### src/rtl/vpi_chk_bank.sv
// Multi-channel sig/rfr checker with scan FSM and free-running stride counter.
// Optional sticky failure flag enabled by defining VPI_CHK_STICKY_EN.
module vpi_chk_bank #(
  parameter int unsigned CHANNELS     = 6,
  parameter int unsigned WIDTH        = 8,
  parameter int unsigned CHAN_W       = 3,
  parameter bit          RAMP_WIDTH   = 1'b1,
  parameter logic [31:0] FINISH_COUNT = 32'd1000
) (
  input  logic              clk,
  input  logic              rst,
  input  logic              wr_en,
  input  logic              wr_sel,
  input  logic [CHAN_W-1:0] wr_chan,
  input  logic [WIDTH-1:0]  wr_data,
  input  logic              chk_req,
  input  logic              chk_all,
  input  logic [CHAN_W-1:0] chk_chan,
  output logic              busy,
  output logic              done,
  output logic              pass,
  output logic [CHAN_W:0]   fail_cnt,
  output logic [CHAN_W-1:0] fail_chan,
  output logic [31:0]       count,
  output logic [31:0]       half_count,
  output logic              finish,
  output logic              sticky_fail
);

  localparam int unsigned CNT_W = CHAN_W + 1;
  localparam logic [CHAN_W-1:0] LAST_IDX = CHAN_W'(CHANNELS - 1);

  typedef enum logic [1:0] {S_IDLE, S_SCAN, S_REPORT} state_t;

  state_t            r_state;
  logic [CHAN_W-1:0] r_idx;
  logic              r_all;
  logic [WIDTH-1:0]  r_sig [CHANNELS];
  logic [WIDTH-1:0]  r_rfr [CHANNELS];
  logic              w_mismatch;
  logic [31:0]       w_count_nxt;

  // Effective-width mask for channel c: low min(c+1, WIDTH) bits when ramping.
  function automatic logic [WIDTH-1:0] chan_mask(input int unsigned c);
    logic [WIDTH-1:0] m;
    m = '0;
    for (int unsigned b = 0; b < WIDTH; b++) begin
      if (!RAMP_WIDTH || b <= c) m[b] = 1'b1;
    end
    return m;
  endfunction

  // Register file; data is stored pre-masked so upper bits always read 0.
  always_ff @(posedge clk or posedge rst) begin
    if (rst) begin
      for (int unsigned c = 0; c < CHANNELS; c++) begin
        r_sig[c] <= '0;
        r_rfr[c] <= '0;
      end
    end else if (wr_en) begin
      for (int unsigned c = 0; c < CHANNELS; c++) begin
        if (wr_chan == CHAN_W'(c)) begin
          if (wr_sel) r_rfr[c] <= wr_data & chan_mask(c);
          else        r_sig[c] <= wr_data & chan_mask(c);
        end
      end
    end
  end

  // An index with no backing channel always counts as a mismatch.
  always_comb begin
    w_mismatch = 1'b1;
    for (int unsigned c = 0; c < CHANNELS; c++) begin
      if (r_idx == CHAN_W'(c)) w_mismatch = (r_sig[c] != r_rfr[c]);
    end
  end

  always_ff @(posedge clk or posedge rst) begin
    if (rst) begin
      r_state   <= S_IDLE;
      r_idx     <= '0;
      r_all     <= 1'b0;
      busy      <= 1'b0;
      done      <= 1'b0;
      pass      <= 1'b0;
      fail_cnt  <= '0;
      fail_chan <= '0;
    end else begin
      done <= 1'b0;
      case (r_state)
        S_IDLE: begin
          if (chk_req) begin
            fail_cnt  <= '0;
            fail_chan <= '0;
            r_all     <= chk_all;
            r_idx     <= chk_all ? '0 : chk_chan;
            busy      <= 1'b1;
            r_state   <= S_SCAN;
          end
        end
        S_SCAN: begin
          if (w_mismatch) begin
            fail_cnt <= fail_cnt + CNT_W'(1);
            if (fail_cnt == '0) fail_chan <= r_idx;
          end
          if (!r_all || r_idx == LAST_IDX) r_state <= S_REPORT;
          else                             r_idx   <= r_idx + CHAN_W'(1);
        end
        S_REPORT: begin
          done    <= 1'b1;
          pass    <= (fail_cnt == '0);
          busy    <= 1'b0;
          r_state <= S_IDLE;
        end
        default: begin
          busy    <= 1'b0;
          r_state <= S_IDLE;
        end
      endcase
    end
  end

`ifdef VPI_CHK_STICKY_EN
  logic r_sticky;

  always_ff @(posedge clk or posedge rst) begin
    if (rst)                                         r_sticky <= 1'b0;
    else if (r_state == S_REPORT && fail_cnt != '0)  r_sticky <= 1'b1;
  end

  assign sticky_fail = r_sticky;
`else
  assign sticky_fail = 1'b0;
`endif

  assign w_count_nxt = count + 32'd2;

  // Stride counters; finish is registered so it is high while count equals the target.
  always_ff @(posedge clk or posedge rst) begin
    if (rst) begin
      count      <= '0;
      half_count <= '0;
      finish     <= 1'b0;
    end else begin
      count  <= w_count_nxt;
      finish <= (w_count_nxt == FINISH_COUNT);
      if (count[1]) half_count <= half_count + 32'd2;
    end
  end

endmodule

### config.mk
export PLATFORM = sky130hd
export DESIGN_NAME = vpi_chk_bank
export DESIGN_NICKNAME = d
export VERILOG_FILES = /design/src/rtl/vpi_chk_bank.sv
export SDC_FILE = /design/constraint.sdc
export NUM_CORES = 1
export LEC_CHECK = 0
export ABC_AREA = 1
export BUFFER_PORTS_ARGS = -buffer_cell sky130_fd_sc_hd__buf_2
export CAP_MARGIN = 20
export CORE_MARGIN = 3
export CORE_UTILIZATION = 31
export CTS_CLUSTER_SIZE = 40
export DETAILED_ROUTE_END_ITERATION = 16
export PLACE_DENSITY = 0.59
export SKIP_LAST_GASP = 1
export SLEW_MARGIN = 25
export SYNTH_ARGS = -nofsm -noshare
export SYNTH_HDL_FRONTEND = slang
export SYNTH_SLANG_ARGS = --single-unit
### constraint.sdc
create_clock -name clk -period 5 [get_ports clk]
set_input_delay 0.25 -clock clk [delete_from_list [all_inputs] [get_ports clk]]
set_output_delay 0.25 -clock clk [all_outputs]
set_load 0.01 [all_outputs]
==> reports/qor.yml <==
clockBufferDepth: 2
wl_mm: 14.0
p_switching_mw: 0.792
intPower_mw: 2.03
cap_violations: 0
pre_cts_ws_ps: 2580
die_h_um: 146
worstSetupStartpointType: "register"
status: "complete, no violations"
synth-seq-area-share_pct: 49.7
ant_nets: 0
min_path_type: "input port to register"
die_area_um2: 21400
synth_cells: 747
clkSinkCount: 121
cts_tree: "built"
slew_violations: 0
power_frac_comb_pct: 15.9
drtPass1Iterations: 5
p_leak_nw: 3.77
fin_crit_sh_pct: 48.4
tns_ps: 0
hpwl_mm: 10.4
portBuffers: 90
syn_to_final_growth_pct: 22.0
worstPathMaxFanout: 11
dp_cells: 1091
cts-resized-gates: 0
hold_buffers: 0
crit_path_end_kind: "register"
row_count: 50
postCtsSetupRepairBufs: 0
period_minus_slack_ps: 2420
hold_ws_ps: 63.0
grt_antenna_before_repair: 0
final_common_cell: "nand2_1"
fmax_mhz: 414
clockRootBuffer: "clkbuf_16"
cp_data_required_time_ps: 5340
die_x_um: 146
first_iter_violations: 283
skew_ps: 8.53
cts_inserted_buffers: 17
initial_utilization_pct: 32.0
grt_pass1_vias: 4844
wire_per_inst_um: 12.5
worstPathArrival_ps: 2750
postLayoutCoreUtil_pct: 39.0
viasPerCell: 4.51
grt-ovfl-total: 0
core_region_area_um2: 19000
clk_pin_slew_worst_paths_ps: 50
path_class: "register to register"
drive_above_1_share_pct: 17.3
grt_usage_pct: 13.7
setup_viol: 0
powerDensity_nw_per_um2: 379
mostFrequentLayoutCells: "204 x nand2_1, 121 x dfrtp_1, 93 x inv_1"
grt_start_max_net_pins: 75
switching_share_pct: 28.1
ios: 96
gp_congestion: 0.867
syn_area_um2: 6090
synth.avg_cell_area_um2: 8.15
drc: 0
n_antenna_cell: 0
vias: 5065
grt_first_pass_wirelength_mm: 24.0
hold_violations: 0
relSlewSlack_pct: 54.9
yosysWarnings: 0
rsz0062_at_grt: "false"
ys_ff_latch: 121
vdd_drop_max_v: 0.000236
reg2reg_slack_ps: 2580
setup_ws_ps: 2580
seqPwrFrac_pct: 42.0
worst_slew_pin_slew_ps: 674
fin_nets: 880
clockPowerShare_pct: 42.0
instances_no_fill: 1123
synth_cell_types: 33
htreeDepth: 4
clk_latency_ps: 410
-- cells in the mapped netlist (all sizes together) --
master / instances / area (um^2)
nand2: 209 / 797
dfrtp: 121 / 3030
inv: 101 / 379
nor2: 87 / 362
o21ai: 51 / 255
nand3: 42 / 220
xor2: 36 / 315
xnor2: 23 / 201
nand4: 19 / 119
nor3: 19 / 111
ha: 9 / 113
o22ai: 6 / 37.5
buf: 5 / 35.0
clkbuf: 4 / 15.0
nand3b: 3 / 22.5
a21oi: 2 / 10.0
a31oi: 2 / 12.5
clkinv: 2 / 7.51
nor4: 2 / 18.8
a21boi: 1 / 7.51
a22oi: 1 / 7.51
a31o: 1 / 8.76
conb: 1 / 3.75
-- per-layer routing --
metal,routed length (um),global-route usage [%],up-vias
met5,0,0,-
li1,-,-,2568
met2,6710,22.0,110
met3,605,3.72,13
met4,125,4.37,0
met1,6590,18.0,2374
-- registers in the layout (all words and copies together), names as in the netlist --
signal and cells:
half_count 31, count 31, fail_chan 3, r_rfr 21
busy 1, r_sig 21, finish 1, r_idx 3
done 1, r_all 1, r_state 2, pass 1
fail_cnt 4
-- final timing paths --
check / startpoint / endpoint / cells past startpoint
max: count[1] / finish / 13
min: wr_data[5] / r_sig[5] / 3
max reg2reg: count[1] / finish / 13
min reg2reg: fail_chan[0] / fail_chan[0] / 2
max in group asynchronous: rst / r_sig[1] / 4
min in group asynchronous: rst / half_count[30] / 3
-- worst max-delay path, stage by stage (launching register included) --
cell,delay (ps)
dfrtp_1,570
ha_1,390
nand2_1,150
nor2_2,210
nand2_1,130
nand2_1,80
nand2_1,60
nor2_1,130
nand2_1,70
nor2_1,100
nand3_1,90
nor2_1,140
nand4_1,100
nor2_1,120
-- area by class of cell --
cell class | instances | area, um^2
Tap cell | 260 | 325
Clock inverter | 7 | 65.1
Fill cell | 2005 | 11600
Sequential cell | 121 | 3030
Clock buffer | 24 | 512
Timing Repair Buffer | 92 | 468
Multi-Input combinational cell | 516 | 2640
Inverter | 103 | 392
-- metrics by stage --
| stage | area, um^2 | power, mW |
|---|---|---|
| global route | 7420 | 3.00 |
| floorplan | 6090 | 1.53 |
| CTS | 7410 | 2.87 |
| global placement | 6830 | 1.64 |
| finish | 7420 | 2.82 |
| detailed placement | 6840 | 1.65 |
-- power groups by stage --
| stage | combinational, mW | clock [mW] | sequential (mW) |
|---|---|---|---|
| after floorplan | 0.333 | 0 | 1.19 |
| after global placement | 0.445 | 0 | 1.20 |
| after detailed placement | 0.453 | 0 | 1.20 |
| after CTS | 0.457 | 1.22 | 1.18 |
| after global routing | 0.532 | 1.27 | 1.20 |
| final | 0.449 | 1.18 | 1.18 |
-- cells by family (layout without fill, tap and decap cells) --
kind of cell	count (synthesis)	in the layout	share of synthesized area, %
buf+inv	112	226	7.17
xor+xnor	59	59	8.49
fa+ha+maj	9	9	1.85
simple gates	381	381	27.1
other cells	1	3	0.0616
flops	121	121	49.7
compound gates	64	64	5.57
Note: power is estimated with default switching activity, not from simulation.
